[src/rtl/sp_update_unit_pkg.sv]
// Shared definitions for the stack-pointer datapath (SP forwarding,
// hazard logic and the SP update unit).
//   op_t    : stack operation encodings carried on op_type
//   state_t : two-word sequencing FSM states
//   SP_RESET_DEFAULT / STACK_LIMIT_DEFAULT : default stack bounds
package sp_update_unit_pkg;

  typedef enum logic [1:0] {
    OP_PUSH = 2'b00,
    OP_POP  = 2'b01,
    OP_CALL = 2'b10,
    OP_RET  = 2'b11
  } op_t;

  typedef enum logic {
    ST_IDLE   = 1'b0,
    ST_SECOND = 1'b1
  } state_t;

  localparam logic [31:0] SP_RESET_DEFAULT    = 32'h000F_FFFF;
  localparam logic [31:0] STACK_LIMIT_DEFAULT = 32'h0000_0000;

endpackage

[src/rtl/sp_update_unit_bound_check.sv]
// sp_bound_check: combinational stack bound check on the base SP of a
// stack operation.
//   base      : SP value the operation starts from
//   op_type   : PUSH/POP/CALL/RET
//   overflow  : a push-type op would go below STACK_LIMIT
//   underflow : a pop-type op would go at/above SP_RESET
module sp_bound_check
  import sp_update_unit_pkg::*;
#(
  parameter int                  SP_WIDTH    = 32,
  parameter logic [SP_WIDTH-1:0] SP_RESET    = SP_WIDTH'(SP_RESET_DEFAULT),
  parameter logic [SP_WIDTH-1:0] STACK_LIMIT = SP_WIDTH'(STACK_LIMIT_DEFAULT)
) (
  input  logic [SP_WIDTH-1:0] base,
  input  logic [1:0]          op_type,
  output logic                overflow,
  output logic                underflow
);

  // Two guard bits: base+1 never wraps, and the MSB of a difference is a
  // clean borrow, so every comparison is exact with no modulo effects.
  localparam int XW = SP_WIDTH + 2;

  function automatic logic below(input logic [XW-1:0] a, input logic [XW-1:0] b);
    logic [XW-1:0] d;
    d = a - b;
    return d[XW-1];
  endfunction

  logic [XW-1:0] base_x, limit_x, reset_x, one_x;

  assign base_x  = XW'(base);
  assign limit_x = XW'(STACK_LIMIT);
  assign reset_x = XW'(SP_RESET);
  assign one_x   = XW'(1);

  always_comb begin
    overflow  = 1'b0;
    underflow = 1'b0;
    case (op_t'(op_type))
      OP_PUSH: overflow  = below(base_x, limit_x);
      OP_CALL: overflow  = below(base_x, limit_x + one_x);
      OP_POP:  underflow = !below(base_x, reset_x);
      OP_RET:  underflow = !below(base_x + one_x, reset_x);
      default: ;
    endcase
  end

endmodule

[src/rtl/sp_update_unit.sv]
// sp_update_unit: owns the architectural stack pointer and generates stack
// memory addresses. 1-word ops (PUSH/POP) complete in one cycle; 2-word ops
// (CALL/RET, 32-bit PC on 16-bit memory) take two cycles and stall upstream.
//   clk, rst      : clock, synchronous active-high reset
//   en            : stage enable, 0 freezes every register
//   stack_op      : request this cycle; op_type selects PUSH/POP/CALL/RET
//   fwd_valid/sp  : forwarded SP, newer than sp_out when fwd_valid=1
//   mem_addr      : registered stack address; mem_valid qualifies it
//   mem_half      : 2-word ops, 0 = high PC half, 1 = low half
//   sp_out        : committed SP
//   busy          : second access pending, upstream must hold
//   done          : op completed (including faulted ops)
//   exc_overflow  : push below STACK_LIMIT rejected
//   exc_underflow : pop at/above SP_RESET rejected
module sp_update_unit
  import sp_update_unit_pkg::*;
#(
  parameter int                  SP_WIDTH    = 32,
  parameter logic [SP_WIDTH-1:0] SP_RESET    = SP_WIDTH'(SP_RESET_DEFAULT),
  parameter logic [SP_WIDTH-1:0] STACK_LIMIT = SP_WIDTH'(STACK_LIMIT_DEFAULT)
) (
  input  logic                clk,
  input  logic                rst,
  input  logic                en,
  input  logic                stack_op,
  input  logic [1:0]          op_type,
  input  logic                fwd_valid,
  input  logic [SP_WIDTH-1:0] fwd_sp,
  output logic [SP_WIDTH-1:0] mem_addr,
  output logic                mem_valid,
  output logic                mem_half,
  output logic [SP_WIDTH-1:0] sp_out,
  output logic                busy,
  output logic                done,
  output logic                exc_overflow,
  output logic                exc_underflow
);

  state_t              state;
  op_t                 op_p1;
  logic [SP_WIDTH-1:0] base_p1;
  logic [SP_WIDTH-1:0] base;
  logic                ovf, unf;

  // fwd_sp is only looked at when fwd_valid, so a floating bus never
  // reaches the datapath.
  assign base = fwd_valid ? fwd_sp : sp_out;

  sp_bound_check #(
    .SP_WIDTH   (SP_WIDTH),
    .SP_RESET   (SP_RESET),
    .STACK_LIMIT(STACK_LIMIT)
  ) u_bound (
    .base     (base),
    .op_type  (op_type),
    .overflow (ovf),
    .underflow(unf)
  );

  // Acceptance stage (IDLE) and second-access stage (SECOND)
  always_ff @(posedge clk) begin
    if (rst) begin
      state         <= ST_IDLE;
      sp_out        <= SP_RESET;
      mem_addr      <= '0;
      mem_valid     <= 1'b0;
      mem_half      <= 1'b0;
      busy          <= 1'b0;
      done          <= 1'b0;
      exc_overflow  <= 1'b0;
      exc_underflow <= 1'b0;
    end else if (en) begin
      mem_valid     <= 1'b0;
      done          <= 1'b0;
      exc_overflow  <= 1'b0;
      exc_underflow <= 1'b0;
      case (state)
        ST_IDLE: begin
          if (stack_op) begin
            if (ovf || unf) begin
              // Rejected op: report and complete, commit nothing.
              exc_overflow  <= ovf;
              exc_underflow <= unf;
              done          <= 1'b1;
              mem_half      <= 1'b0;
            end else begin
              case (op_t'(op_type))
                OP_PUSH: begin
                  mem_addr  <= base;
                  mem_valid <= 1'b1;
                  mem_half  <= 1'b0;
                  sp_out    <= base - SP_WIDTH'(1);
                  done      <= 1'b1;
                end
                OP_POP: begin
                  mem_addr  <= base + SP_WIDTH'(1);
                  mem_valid <= 1'b1;
                  mem_half  <= 1'b0;
                  sp_out    <= base + SP_WIDTH'(1);
                  done      <= 1'b1;
                end
                OP_CALL: begin
                  mem_addr  <= base;
                  mem_valid <= 1'b1;
                  mem_half  <= 1'b0;
                  busy      <= 1'b1;
                  base_p1   <= base;
                  op_p1     <= OP_CALL;
                  state     <= ST_SECOND;
                end
                default: begin
                  mem_addr  <= base + SP_WIDTH'(1);
                  mem_valid <= 1'b1;
                  mem_half  <= 1'b1;
                  busy      <= 1'b1;
                  base_p1   <= base;
                  op_p1     <= OP_RET;
                  state     <= ST_SECOND;
                end
              endcase
            end
          end
        end
        ST_SECOND: begin
          // Base was latched at acceptance; SP commits only here.
          mem_valid <= 1'b1;
          done      <= 1'b1;
          busy      <= 1'b0;
          state     <= ST_IDLE;
          if (op_p1 == OP_CALL) begin
            mem_addr <= base_p1 - SP_WIDTH'(1);
            mem_half <= 1'b1;
            sp_out   <= base_p1 - SP_WIDTH'(2);
          end else begin
            mem_addr <= base_p1 + SP_WIDTH'(2);
            mem_half <= 1'b0;
            sp_out   <= base_p1 + SP_WIDTH'(2);
          end
        end
        default: state <= ST_IDLE;
      endcase
    end
  end

endmodule

[config.mk]
export PLATFORM = sky130hd
export DESIGN_NAME = sp_update_unit
export DESIGN_NICKNAME = d
export VERILOG_FILES = /design/src/rtl/sp_update_unit_pkg.sv /design/src/rtl/sp_update_unit_bound_check.sv /design/src/rtl/sp_update_unit.sv
export SDC_FILE = /design/constraint.sdc
export NUM_CORES = 1
export LEC_CHECK = 0
export CELL_PAD_IN_SITES_DETAIL_PLACEMENT = 1
export CELL_PAD_IN_SITES_GLOBAL_PLACEMENT = 1
export CORE_UTILIZATION = 38
export DETAILED_ROUTE_END_ITERATION = 6
export PLACE_DENSITY = 0.83
export SYNTH_ARGS = -nofsm -noshare
export SYNTH_HDL_FRONTEND = slang
export SYNTH_SLANG_ARGS = --single-unit
[constraint.sdc]
create_clock -name clk -period 7 [get_ports clk]
set_clock_uncertainty 0.05 [all_clocks]
set_input_delay 1.4 -clock clk [delete_from_list [all_inputs] [get_ports clk]]
set_output_delay 1.4 -clock clk [all_outputs]
set_load 0.01 [all_outputs]
* Yosys cells after proc, flatten, opt, wreduce, memory -nomap -nowiden
Cells that the tools add are included.
** Word-level totals
- Register bits after elaboration :: 105
- Bits of input ports :: 39
- Word-level logic and storage cells :: 84
** Cells by class
- Add/subtract/negate cells :: 9
- Equal/unequal tests :: 8
- Mux-type cells :: 40
- Bitwise gates (word level) :: 4
- Reductions and logical operators :: 12
** Operator list (count)
- $mux W32 :: 8
- $pmux W32 S2 :: 3
- $sub A32 B1 Y32 const B :: 2
- $sub A34 B20 Y34 const B :: 1
- $add A32 B1 Y33 const B :: 1
- $sub A32 B1 Y33 const B :: 1
- $sub A32 B20 Y33 const B :: 1
- $add A32 B1 Y32 const B :: 1
- $add A32 B2 Y32 const B :: 1
- $sub A32 B2 Y32 const B :: 1
- $mux W1 :: 22
- $pmux W1 S2 :: 6
- $reduce_and A4 Y1 :: 2
- $eq A2 B2 Y1 const B :: 3
- $ne A2 B2 Y1 const B :: 3
- $reduce_and A6 Y1 :: 1
- $not A1 Y1 :: 4
- $pmux W2 S2 :: 1
- $reduce_or A2 Y1 :: 2
- $ne A3 B1 Y1 const B :: 1
- $reduce_and A3 Y1 :: 1
- $reduce_or A3 Y1 :: 1
- $eq A2 B1 Y1 const B :: 1
- $logic_not A1 Y1 :: 2
- 3 further kinds :: 3

* Longest topological paths before layout
Gate-level depths: netlist of run 1.
- Depth after elaboration :: 9
- Depth in mapped cells :: 18

* Cells and area by module
A second synthesis of run 1 with hierarchy kept.
** Second synthesis, totals
- Cell total of the unflattened synthesis :: 1076
- Area, all modules :: 8483.1 µm²
** By module, submodules not included
- sp_update_unit :: times used 1, cells an instance 1054, area an instance 8334.2 µm²
- sp_bound_check :: times used 1, cells an instance 22, area an instance 148.9 µm²

* Worst setup path before layout of run 1
OpenSTA, ideal clock, no wires.
- Kind :: input-to-reg
- Start point :: input fwd_valid
- End point :: register base_p1[0] (enable)
- Library setup time :: 464 ps
- Data arrival time :: 6821 ps
- Slack :: -335 ps
- Stages on the path :: 15
- Cells stage by stage :: buf_6 > buf_6 > buf_2 > mux2_2 > ha_1 > clkbuf_1 > nand4b_1 > a22oi_1 > nand4_2 > nand2b_4 > mux2_4 > or4_1 > a32oi_1 > nand2_1 > nor3_1
** On the way
- Cells in the longest elaborated chain, start to end :: 8
- Elaborated cells between the ends (all ways) :: 12
** RTL lines
- start, declared :: line sp_update_unit.sv:27 : input logic fwd_valid,
- $mux W32 * :: line sp_update_unit.sv:47 : assign base = fwd_valid ? fwd_sp : sp_out;
- named net base[0] :: line sp_update_unit.sv:42 : logic [SP_WIDTH-1:0] base;
- $add A32 B1 Y33 :: line sp_update_unit_bound_check.sv:44 : OP_RET: underflow = !below(base_x + one_x, reset_x);
- $sub A34 B20 Y34 :: line sp_update_unit_bound_check.sv:26 : d = a - b;
- $logic_not A1 Y1 :: line sp_update_unit_bound_check.sv:44
- $pmux W1 S2 :: line sp_update_unit_bound_check.sv:40 : case (op_t'(op_type))
- $logic_or A1 B1 Y1 * :: line sp_update_unit.sv:80 : if (ovf || unf) begin
- $not A1 Y1 (no source line) *
- $reduce_and A6 Y1 (no source line) *
- end signal, assigned :: line sp_update_unit.sv:107 : base_p1 <= base;
- end signal, assigned :: line sp_update_unit.sv:116 : base_p1 <= base;
- end, declared :: line sp_update_unit.sv:41 : logic [SP_WIDTH-1:0] base_p1;
Mark *: on every way through the listed nets, which the timed path passes. The rest lies on a longest branch.
A chain may end at the register's enable or synchronous reset.

* Final worst setup path of run 1
- Start point :: input fwd_sp[0]
- End point :: register sp_out[9]
** On the way
- Cells in the longest elaborated chain, start to end :: 8
- Elaborated cells between the ends (all ways) :: 18
** RTL lines
- start, declared :: line sp_update_unit.sv:28 : input logic [SP_WIDTH-1:0] fwd_sp,
- $mux W32 * :: line sp_update_unit.sv:47
- named net base[0] :: line sp_update_unit.sv:42
- $add A32 B1 Y33 :: line sp_update_unit_bound_check.sv:44
- $sub A34 B20 Y34 :: line sp_update_unit_bound_check.sv:26
- $logic_not A1 Y1 :: line sp_update_unit_bound_check.sv:44
- $pmux W1 S2 :: line sp_update_unit_bound_check.sv:40
- $logic_or A1 B1 Y1 :: line sp_update_unit.sv:80
- $ne A2 B2 Y1 (no source line)
- $reduce_and A4 Y1 (no source line)
- end signal, assigned :: line sp_update_unit.sv:92 : sp_out <= base - SP_WIDTH'(1);
- end signal, assigned :: line sp_update_unit.sv:99 : sp_out <= base + SP_WIDTH'(1);
- end signal, assigned :: line sp_update_unit.sv:133 : sp_out <= base_p1 - SP_WIDTH'(2);
- end, declared :: line sp_update_unit.sv:32 : output logic [SP_WIDTH-1:0] sp_out,
Mark *: on every way through the listed nets, which the timed path passes. The rest lies on a longest branch. The select of a mux whose other input is x is not followed.

==> impl_results.md, run 1 <==
- CP max stage delay: 0.69 ns
- Synth Area in XOR/XNOR: 0.131
- Slew @ Worst Pin: 0.984 ns
- Top cells by area, synth: dfxtp_1, edfxtp_1, xnor2_1
- CTS tree: built
- Crit path max-delay family: compound AO/OA/AOI/OAI gates
- Pwr Density: 149 mW/mm2
- Crit-path max FO: 29
- DR WL/cell: 22.0 um
- DP HPWL: 26,100 um
- CP Launch Type: input port
- Yosys cell types: 77
- First-pass GRT wire length: 52,700 um
- Leading area contributor after synthesis: dfxtp_1
- Maximum VDD drop: 0.000113 V
- CTS Hold Buffers Added: 0
- Min Hold Slack: 0.426 ns
- CTS max path bufs: 2
- Max-slew violations: 0
- Vias per cell: 6.11
- Die footprint: 0.0245 mm2
- CTS buffer count: 9
- Via count: 9,514
- Area growth syn-to-layout: 17.0%
- Num rows: 56
- Critical path data required time: 7.23 ns
- Buffers on Ports: 108
- Fin crit period: 6.10 ns
- Iteration-0 DRC Markers: 853
- Largest family of logic cells by synthesized area: simple AND/OR/NAND/NOR gates
- Chip Height: 156 um
- Root Driver: clkbuf_16
- Arrival time worst endpoint: 6.33 ns
- Detailed Routing Iterations Pass 1: 5
- Compound-cell area share of the yosys netlist: 0.215
- Setup violators final: 0
- CTS clk-pin slew, worst paths: 0.08 ns
- HP Class: reg2reg
- Ant diodes: 0
- Unrepaired setup endpoints after global routing: false
- Vias in the first global route: 8,861
- Drt drc: 0
- Syn Inst Count: 1,189
- Crit path capture type: register
- Final period util: 0.871
- Ys async rst share: 0
- Commonest register cell after synthesis: dfxtp_1
- Synth warnings: 0
- Outcome: finished clean
- Number of top-level pins: 109
- Syn Nets: 1,234
- Multiplexer share of the synthesized area: 0.0541
- H-Tree Level Count: 3
- MaxCap Viol Count: 0
- Share of cells above drive strength 1: 0.0573
- Setup bufs post-CTS: 0
- Initial antenna violation count: 0
- Initial Util: 0.386
- Post-synthesis simple-gate area fraction: 0.258
- WP buf/inv: 2
- Post-route ant nets: 0
- Placer congestion estimate: 0.942
- EDFF count, synth: 33
- Total track usage: 0.281
- Largest net degree at the start of global routing: 86
- # nets final: 1,279
- Setup TNS: 0 ns
- Clk_lat worst skew: 0.37 ns
- Core area: 0.0235 mm2
- Final Hold Fails: 0
- Die Span X: 156 um
- Sequential-to-total area share from yosys stat: 0.266
- Static Leakage: 3.81 nW
- Filler cell count: 2,876
- Post-synthesis cell area: 0.00907 mm2
- # clock sinks: 104
- Gates resized, CTS repair: 0
- DRT Wirelength: 34,300 um
- Crit path cell chain: clkdlybuf4s50_1 -> mux2_2 -> ha_1 -> nand4_1 -> a22oi_1 -> nand4_2 -> nand2b_4 -> mux2_4 -> or4_1 -> a32oi_1 -> a41o_2 -> buf_12 -> nor3_1 -> a31oi_1
- Yosys reg bits: 104
- Mean area per synthesized cell: 7.63 um2
- Post-Synth Adder-Cell Area: 0.00828
- GRT overflow: 0
- Yosys top cell area share: 0.157
- Maximum clock rate: 0.164 GHz
- Max_slew headroom: 0.343
- Critical setup path kind: in2reg
- Slowest cell on crit path: a41o_2
per-stage QoR:
stage | cell area, um2 | util | instances | worst slack [ns] | total power, W
floorplan | 9070 | - | 1189 | 0.658 | 0.000874
global placement | 10300 | 0.438 | 1542 | 0.901 | 0.00101
detailed placement | 10300 | 0.438 | 1542 | 0.609 | 0.00102
CTS | 10600 | 0.452 | 1558 | 0.948 | 0.00158
global route | 10600 | 0.452 | 1558 | 0.702 | 0.00164
finish | 10600 | 0.452 | 1558 | 0.903 | 0.00158
sequential cells by signal, indices dropped and copies added (netlist names):
signal / flops
base_p1: 32
busy: 1
done: 1
exc_overflow: 1
exc_underflow: 1
mem_addr: 32
mem_half: 1
mem_valid: 1
op_p1: 1
sp_out: 32
state: 1
synthesized netlist by cell type, drive strengths merged (4+ instances only):
cell / n
clkbuf: 70
o21ai: 71
a31oi: 23
edfxtp: 33
o211ai: 5
a22oi: 11
or4: 6
nand4b: 6
xor2: 48
nand4: 26
or3: 10
nand2b: 9
inv: 41
nor2: 91
dfxtp: 71
a21oi: 78
a21o: 7
clkinv: 4
a311oi: 6
nor4: 21
nand3: 57
nand2: 119
nor3b: 6
mux2: 7
o22ai: 17
and2: 8
xnor2: 88
buf: 26
ha: 6
nand3b: 14
and3: 19
mux2i: 40
a41oi: 5
a211oi: 4
o311a: 21
nor3: 53
a21boi: 4
o221ai: 9
where the power goes:
part	internal (W)	leakage [nW]	total (W)	switching (W)
clock	0.000316	0.154	0.000572	0.000255
combinational	0.000139	2.78	0.000353	0.000214
sequential	0.000640	0.875	0.000657	0.0000168
final timing paths:
kind	cells after the start	endpoint	from	slack, ns
min	2	mem_addr[30]$_SDFFE_PP0P_	mem_addr[30]$_SDFFE_PP0P_	0.43
max	14	sp_out[9]$_SDFFE_PP1P_	fwd_sp[0]	0.90
max reg2reg	13	sp_out[9]$_SDFFE_PP1P_	sp_out[0]$_SDFFE_PP1P_	2.03
min reg2reg	2	mem_addr[30]$_SDFFE_PP0P_	mem_addr[30]$_SDFFE_PP0P_	0.43
cell usage in the layout (no fill, tap or decap), types with 19 or more instances in the layout:
master,instances
nand4_1,24
edfxtp_1,33
buf_4,21
dfxtp_1,70
inv_1,39
mux2i_1,38
xor2_1,48
a31oi_1,23
o21ai_0,64
nand2_1,119
nand3_1,57
a21oi_1,74
nor2_1,90
and3_1,19
nor3_1,51
xnor2_1,88
o311a_1,21
clkdlybuf4s50_1,106
final cells by class:
class | instances | area [um2] | area share
Sequential cell | 104 | 2410 | 0.227
Clock buffer | 10 | 229 | 0.0216
Timing Repair Buffer | 130 | 1250 | 0.118
Multi-Input combinational cell | 944 | 6060 | 0.571
Inverter | 45 | 169 | 0.0159
Tap cell | 319 | 399 | 0.0376
Clock inverter | 6 | 91.3 | 0.00861
metal layers:
layer | global-route usage | routed length, um | up-vias
met1 | 0.410 | 16500 | 4657
li1 | - | - | 4444
met3 | 0.0515 | 2540 | 34
met4 | 0.0621 | 477 | 0
met5 | 0 | 0 | -
met2 | 0.423 | 14900 | 379
cells by family (layout without fill, tap and decap cells):
group | count (synthesis) | count (layout)
multiplexers | 47 | 47
XOR/XNOR | 136 | 136
flip-flops | 104 | 104
adder cells (fa/ha/maj) | 6 | 6
buffers and inverters | 141 | 191
AND/OR/NAND/NOR | 460 | 460
AO/OA/AOI/OAI | 295 | 295
worst min-delay path, stage by stage (launching register included):
cell and delay (ns):
dfxtp_1 0.31, nand3_1 0.06, a21oi_1 0.06
No activity file was read; power rests on OpenSTA's default activity.
==> run 2, diff against run 1 <==
- REMOVE_ABC_BUFFERS: unset -> 1
==> impl_results.md, run 2 (same netlist as run 1, synthesis figures left out) <==
- Outcome: finished, violations left
- Violated checks: DRC
- CTS clk-pin slew, worst paths: 0.08 ns
- Max_slew headroom: 0.334
- CTS max path bufs: 2
- DP HPWL: 26,900 um
- Regs by FF count: base_p1 (32), mem_addr (32), sp_out (32)
- WP buf/inv: 1
- Setup bufs post-CTS: 0
- Final period util: 0.886
- Fin crit period: 6.20 ns
- Vias per cell: 6.12
- Total track usage: 0.297
- Slowest cell on crit path: a41o_2
- Number of top-level pins: 109
- Arrival time worst endpoint: 6.36 ns
- Static Leakage: 3.81 nW
- # nets final: 1,281
- Post-route ant nets: 0
- Sw frac: 0.322
- H-Tree Level Count: 3
- Drt drc: 12
- Initial antenna violation count: 1
- Maximum clock rate: 0.161 GHz
- CP max stage delay: 0.69 ns
- Share of cells above drive strength 1: 0.0596
- # clock sinks: 104
- Filler cell count: 2,869
- Critical path data required time: 7.16 ns
- Area growth syn-to-layout: 17.0%
- Comb power frac: 0.225
- Crit path capture type: register
- Internal power: 0.00106 W
- Setup violators final: 0
- Buffers on Ports: 108
- Vias in the first global route: 9,219
- Sequential share of power: 0.418
- MaxCap Viol Count: 0
- Placer congestion estimate: 0.975
- Most frequent cells in the layout: nand2_1, clkdlybuf4s50_1, nor2_1, xnor2_1, a21oi_1
- CTS tree: built
- CP Launch Type: input port
- DR WL/cell: 23.0 um
- Unrepaired setup endpoints after global routing: false
- Core area: 0.0235 mm2
- Die Span X: 156 um
- Crit path max-delay family: simple AND/OR/NAND/NOR gates
- Chip Height: 156 um
- Num rows: 56
- CTS buffer count: 9
- Final Hold Fails: 0
- Leading cell type in the layout, fill and taps excluded: nand2_1
- Via count: 9,566
- GRT overflow: 0
- Iteration-0 DRC Markers: 918
- Setup TNS: 0 ns
- HP Class: reg2reg
- Gates resized, CTS repair: 0
- Maximum VDD drop: 0.000107 V
- First-pass GRT wire length: 55,200 um
- Root Driver: clkbuf_16
- Initial Util: 0.386
- Die footprint: 0.0245 mm2
- Clk_lat worst skew: 0.36 ns
- Largest net degree at the start of global routing: 54
- Max-slew violations: 0
- DRT Wirelength: 35,900 um
- Crit path cell chain: buf_4 -> mux2_2 -> ha_1 -> nand4_1 -> a22oi_1 -> nand4_2 -> nand2b_4 -> mux2_4 -> or4_1 -> a32oi_1 -> a41o_2 -> nor3b_1 -> o21ai_1
- Clk pwr share: 0.357
- Slew @ Worst Pin: 0.998 ns
- Crit-path max FO: 50
- Critical setup path kind: in2reg
- Min Hold Slack: 0.421 ns
- Detailed Routing Iterations Pass 1: 7
- Pwr Density: 148 mW/mm2
- Sw Pwr: 0.000506 W
- CTS Hold Buffers Added: 0
run 2: power by group through the flow:
stage | Combinational, W | Clock, W | Sequential, W
global route | 0.000377 | 0.000591 | 0.000660
finish | 0.000353 | 0.000560 | 0.000657
global placement | 0.000340 | 0 | 0.000670
detailed placement | 0.000345 | 0 | 0.000671
floorplan | 0.000174 | 0 | 0.000677
CTS | 0.000346 | 0.000570 | 0.000657
run 2: per-stage QoR:
step           setup slack (ns)  total power, W   util  cells  cell area (um2)
6_report                  0.801         0.00157  0.452   1562            10600
4_1_cts                   0.968         0.00157  0.452   1560            10600
3_3_place_gp              0.856         0.00101  0.438   1544            10300
2_1_floorplan             0.192        0.000851      -   1093             8620
5_1_grt                   0.544         0.00163  0.452   1560            10600
3_5_place_dp              0.605         0.00102  0.438   1544            10300
run 2: final cells by class:
type / count / area [um2] / area share
flip-flops and latches: 104 / 2410 / 0.228
clock inverters: 7 / 86.3 / 0.00814
diodes: 2 / 5.00 / 0.000472
clock buffers: 9 / 225 / 0.0212
inverters: 45 / 169 / 0.0159
multi-input cells: 944 / 6050 / 0.571
well taps: 319 / 399 / 0.0376
repair buffers: 132 / 1250 / 0.118
run 2: final timing paths:
kind         slack, ns                   endpoint  cells past startpoint                      start
max               0.80    sp_out[11]$_SDFFE_PP1P_                     13                  fwd_valid
min               0.42  mem_addr[25]$_SDFFE_PP0P_                      2  mem_addr[25]$_SDFFE_PP0P_
max reg2reg       1.99    sp_out[11]$_SDFFE_PP1P_                     12     sp_out[0]$_SDFFE_PP1P_
min reg2reg       0.42  mem_addr[25]$_SDFFE_PP0P_                      2  mem_addr[25]$_SDFFE_PP0P_
run 2: metal layers:
| layer | vias to the layer above | global-route usage | part of all wire |
|---|---|---|---|
| li1 | 4447 | - | - |
| met2 | 411 | 0.445 | 0.43 |
| met3 | 48 | 0.0465 | 0.084 |
| met5 | - | 0 | 0 |
| met4 | 0 | 0.0752 | 0.018 |
| met1 | 4660 | 0.440 | 0.47 |
run 2: worst register-to-register path, cell delays in order (launching register included):
cell      delay, ns
dfxtp_1        0.45
mux2_2         0.28
ha_1           0.38
nand4_1        0.18
a22oi_1        0.60
nand4_2        0.40
nand2b_4       0.28
mux2_4         0.32
or4_1          0.41
a32oi_1        0.24
a41o_2         0.69
nor3b_1        0.49
o21ai_1        0.10
==> variant 1 (flow settings as in run 1) <==
`SP_WIDTH` is set to 32 in 2 places; all go to 16.
--- a/src/rtl/sp_update_unit_bound_check.sv
+++ b/src/rtl/sp_update_unit_bound_check.sv
@@ -8,5 +8,5 @@
   import sp_update_unit_pkg::*;
 #(
-  parameter int                  SP_WIDTH    = 32,
+  parameter int                  SP_WIDTH    = 16,
   parameter logic [SP_WIDTH-1:0] SP_RESET    = SP_WIDTH'(SP_RESET_DEFAULT),
   parameter logic [SP_WIDTH-1:0] STACK_LIMIT = SP_WIDTH'(STACK_LIMIT_DEFAULT)
--- a/src/rtl/sp_update_unit.sv
+++ b/src/rtl/sp_update_unit.sv
@@ -16,5 +16,5 @@
   import sp_update_unit_pkg::*;
 #(
-  parameter int                  SP_WIDTH    = 32,
+  parameter int                  SP_WIDTH    = 16,
   parameter logic [SP_WIDTH-1:0] SP_RESET    = SP_WIDTH'(SP_RESET_DEFAULT),
   parameter logic [SP_WIDTH-1:0] STACK_LIMIT = SP_WIDTH'(STACK_LIMIT_DEFAULT)
Ports: changed (resized fwd_sp, mem_addr and sp_out); port bits go from 109 to 61. No check against the original RTL was run, so the function may have changed too.
==> variant 1 against run 1 <==
The run now ends with design-rule violations left. Combinational power decreased by 30%. Sequential cell count decreased by 48. Synthesized area decreased by 50%. Sequential share of layout area increased by 1.5 points. Cell area decreased by 50%. Hold slack got worse by 7.7 ps. Wire length decreased by 53%. First-iteration DRC count decreased by 57%. Clock power decreased by 54%. Worst setup slack improved by 740 ps. Global-route usage decreased by 0.86 points. Total power decreased by 44%. Critical path type unchanged. Largest power group unchanged.
==> variant 1: results (changes against run 1) <==
Parameter                              Value

Finish
  Largest registers    base_p1: 16 flops, mem_addr: 16 flops, sp_out: 16 flops
  Proportion of layout cells with a drive suffix above 1    5.41% (-0.32 points)
  Final net count    619 (-52%)

Synth
  Arithmetic-cell share of the synthesized area counting full adders, half adders and majority gates    1.66% (+0.83 points)
  Multiplexer share of the synthesized area    9.52% (+4.1 points)
  EDFF count, synth    17 (-48%)
  Cell variety after synth    66 (-14%)
  Sequential element share of the synthesized area    28.6% (+2.0 points)
  XOR/XNOR share of the synthesized area    11.8% (-1.3 points)
  Share of the synthesized area in compound gates (AO/OA/AOI/OAI)    19.8% (-1.7 points)
  Synth top cells by count    58 x nand2_1, 43 x xnor2_1, 42 x nor2_1

Timing
  Slew HR    28.3% (-5.9 points)

Routing
  Final wirelength    16300 um (-53%)
  Initial detailed-routing violation count    364 (-57%)
  Post-route DRC    2 (+2)

Status
  Violations in the final reports    design-rule violations
  Status    complete, but fails checks

Pwr
  Clk. pwr    0.263 mW (-54%)
  Net switching power of the design    0.292 mW (-40%)
  Static Leakage    1.91 nW (-50%)
  Power dissipated in combinational cells    0.248 mW (-30%)

Global route
  Combined global-route utilization of all metal layers    27.2% (-0.86 points)
  Global-route wire length before repair    25800 um (-51%)
  Largest net degree at the start of global routing    55 (-36%)
  Number of global-route vias before repair    4610 (-48%)

Place
  Pre-CTS setup slack    1420 ps (+813 ps)
  Half-perimeter wire length of the detailed placement result    12300 um (-53%)
  Routability congestion estimate    0.922 (-2.2%)

Setup path
  Maximum cell stage delay along the critical path    930 ps (+240 ps)
  Data arrival time of the critical path    5500 ps (-830 ps)

Clock network
  Deepest level of the CTS H-tree    2 (-1)
  Latest clock arrival within the worst-skew pair    300 ps (-70 ps)
## variant 1: changes by cell type in the layout (fill, tap and decap cells not counted), sizes merged, moves of 41 or more
cell	delta
nor2	-49
nor3	-41
xnor2	-45
o21ai	-44
clkdlybuf4s50	-46
a21oi	-55
nand2	-61
## variant 1: final cells by class
type	instances	area, sq um
multi-input combinational	438	2970
clock inverter	3	25.0
timing repair buffer	65	638
clock buffer	5	125
inverter	24	90.1
fill	1390	6200
tap	143	179
sequential	56	1290
## variant 1: worst register-to-register path: stages (launching register included)
cell	delay, ps
dfxtp_1	450
nor2b_1	160
a21oi_1	60
inv_1	150
ha_1	270
nand4_1	210
a221oi_2	750
nand2_1	140
xnor2_1	240
nand3_1	190
o311ai_4	930
mux2_2	440
## variant 1: layer usage
| layer | up-vias | track usage, % | wire (um) |
|---|---|---|---|
| met5 | - | 0 | 0 |
| met4 | 0 | 12.3 | 597 |
| met3 | 30 | 4.70 | 831 |
| met2 | 146 | 44.7 | 7640 |
| met1 | 2145 | 34.8 | 7220 |
| li1 | 2093 | - | - |
## variant 1: metrics by stage
stage	instances	cell area, sq um	power, mW	hold slack, ps	utilization, %
6_report	734	5320	0.884	419	46.2
5_1_grt	734	5320	0.918	445	46.2
4_1_cts	734	5320	0.886	423	46.2
3_5_place_dp	726	5170	0.621	411	44.9
3_3_place_gp	726	5170	0.612	398	44.9
2_1_floorplan	559	4520	0.522	431	-
## variant 1: final timing paths
| check | from | endpoint | slack [ps] | cells past startpoint |
|---|---|---|---|---|
| worst max-delay path | fwd_sp[0] | mem_addr[10] | 1650 | 11 |
| worst min-delay path | mem_addr[2] | mem_addr[2] | 420 | 2 |
| worst max register to register | sp_out[1] | mem_addr[10] | 2820 | 11 |
| worst min register to register | mem_addr[2] | mem_addr[2] | 420 | 2 |
==> variant 2 (settings of run 1) <==
Made on the original files. Register the output `exc_overflow` once more, cleared by the reset; this adds one clock of latency there. The other outputs are not delayed to match.
--- a/src/rtl/sp_update_unit.sv
+++ b/src/rtl/sp_update_unit.sv
@@ -37,4 +37,6 @@
 );
 
+  logic exc_overflow_s0;
+
   state_t              state;
   op_t                 op_p1;
@@ -68,10 +70,10 @@
       busy          <= 1'b0;
       done          <= 1'b0;
-      exc_overflow  <= 1'b0;
+      exc_overflow_s0 <= 1'b0;
       exc_underflow <= 1'b0;
     end else if (en) begin
       mem_valid     <= 1'b0;
       done          <= 1'b0;
-      exc_overflow  <= 1'b0;
+      exc_overflow_s0 <= 1'b0;
       exc_underflow <= 1'b0;
       case (state)
@@ -80,5 +82,5 @@
             if (ovf || unf) begin
               // Rejected op: report and complete, commit nothing.
-              exc_overflow  <= ovf;
+              exc_overflow_s0 <= ovf;
               exc_underflow <= unf;
               done          <= 1'b1;
@@ -143,4 +145,12 @@
   end
 
+  always_ff @(posedge clk) begin
+    if (rst) begin
+      exc_overflow <= '0;
+    end else begin
+      exc_overflow <= exc_overflow_s0;
+    end
+  end
+
 endmodule
 
Formal check against the unedited RTL: not equivalent (a bounded check fails within 4 cycles, from zero or initial values and one cycle with rst high).
==> variant 2 against run 1 <==
Sequential cell count is 1 higher. First-iteration DRC count is 18% higher. Wire length is 13% higher. Synthesized area is 6.8% higher. Worst setup slack better by 460 ps. Critical path depth stayed put. Die area is 6.7% higher. Cell area is 5.4% higher. Hold slack worse by 13 ps. Total power is 2.8% higher. Critical path type unchanged. Utilization is 0.65 points lower. Sequential share of layout area is 0.97 points lower. Final cell count is 4.2% higher.
==> variant 2: results (changes against run 1) <==
Parameter                              Value

Finish
  Largest registers    base_p1: 32 flops, mem_addr: 32 flops, sp_out: 32 flops
  Number of filler cells placed in the layout    3137 (+9.1%)
  Proportion of layout cells with a drive suffix above 1    7.26% (+1.5 points)

Clock network
  Number of cells upsized or downsized after cts    0 (unchanged)
  Latest clock arrival within the worst-skew pair    370 ps (about the same)

Synth
  EDFF count, synth    33 (unchanged)
  Largest cells by area after synthesis    dfxtp_1 15%, edfxtp_1 10%, xnor2_1 8.7%
  Synth top cells by count    149 x nand2_1, 101 x nor2_1, 96 x xnor2_1
  Mean post-synth cell area    7.77 sq um (+1.9%)
  Sequential element share of the synthesized area    25.1% (-1.5 points)
  Cell variety after synth    92 (+19%)
  Net count of the mapped netlist    1292 (+4.7%)

Routing
  Detailed-routing iteration count for the pre-antenna-repair pass    5 (unchanged)
  Final wirelength    38900 um (+13%)
  Vias after detailed routing    10116 (+6.3%)
  Detail-routed via count per cell    6.23 (+2.0%)

Place
  Placed Area    10900 sq um (+5.8%)
  Routability congestion estimate    0.965 (+2.4%)
  Placed Instances    1608 (+4.3%)
  Pre-CTS setup slack    1120 ps (+506 ps)

Global route
  Global-route wire length before repair    59200 um (+12%)
  Combined global-route utilization of all metal layers    29.7% (+1.6 points)
  Number of global-route vias before repair    9631 (+8.7%)
  Largest net degree at the start of global routing    65 (-24%)

Status
  Status    completed

Pwr
  Worst supply voltage drop on vdd    0.000101 V (-11%)
  Sw Ratio    34.4% (+3.6 points)
  Sequential Power    0.676 mW (+3%)
  Power share of the clock group    33.4% (-2.7 points)
  Static Leakage    3.99 nW (+4.6%)
  Net switching power of the design    0.559 mW (+15%)

Setup path
  Maximum fanout encountered on the critical timing path    63 (+120%)
  Data arrival time of the critical path    5600 ps (-730 ps)

Min path
  Worst min-delay path category    register to register

Timing
  Slew HR    26.9% (-7.4 points)
==> variant 2: changes by cell type in the layout (fill, tap and decap cells not counted), moves of 10 or more <==
cell / run 1 / this run
mux2i_1: 38 / 58
a211oi_1: 3 / 27
and4_1: 3 / 14
a21oi_1: 74 / 50
nor2_1: 90 / 100
o311a_1: 21 / 0
a31oi_1: 23 / 13
nor3_1: 51 / 39
o211ai_1: 5 / 19
nand4_1: 24 / 34
nand2_1: 119 / 149
o21ai_0: 64 / 44
==> variant 2: critical path, stage by stage <==
cell      delay, ps
buf_4           480
mux2i_1         270
inv_1           170
ha_1            240
inv_1           110
a211oi_2        470
nand2_1         350
or4_1           590
a21oi_1         150
and4b_1         350
a31oi_1         200
nor2_1          200
and3_1          170
buf_4           370
==> variant 2: cell type report <==
type / instances / share of cell area (%)
multi-input cells: 1005 / 59.6
repair buffers: 128 / 10.9
well taps: 330 / 3.69
clock buffers: 10 / 2.14
clock inverters: 6 / 0.514
flip-flops and latches: 105 / 21.8
inverters: 40 / 1.34
==> variant 2: logic make-up after synthesis <==
kind of cell / after synthesis / share of synthesized area, %
and+or+nand+nor: 526 / 28.5
AOI/OAI and AO/OA: 264 / 19.0
buffers and inverters: 137 / 6.16
xor gates and xnor gates: 136 / 12.3
DFF: 105 / 25.1
muxes: 73 / 8.19
adders and majority gates: 6 / 0.775
==> variant 2: path summary, 6_finish.rpt <==
kind                start            to  slack [ps]
max             fwd_valid    base_p1[0]        1370
min          mem_addr[10]  mem_addr[10]         410
max reg2reg     sp_out[0]    base_p1[0]        2500
min reg2reg  mem_addr[10]  mem_addr[10]         410
==> variant 2: metal layers <==
layer,track usage (%),up-vias,part of all wire (%)
met1,43.7,4928,47
met5,0,-,0
met2,44.2,461,43
met3,4.26,60,7.7
met4,9.31,0,2.9
li1,-,4667,-
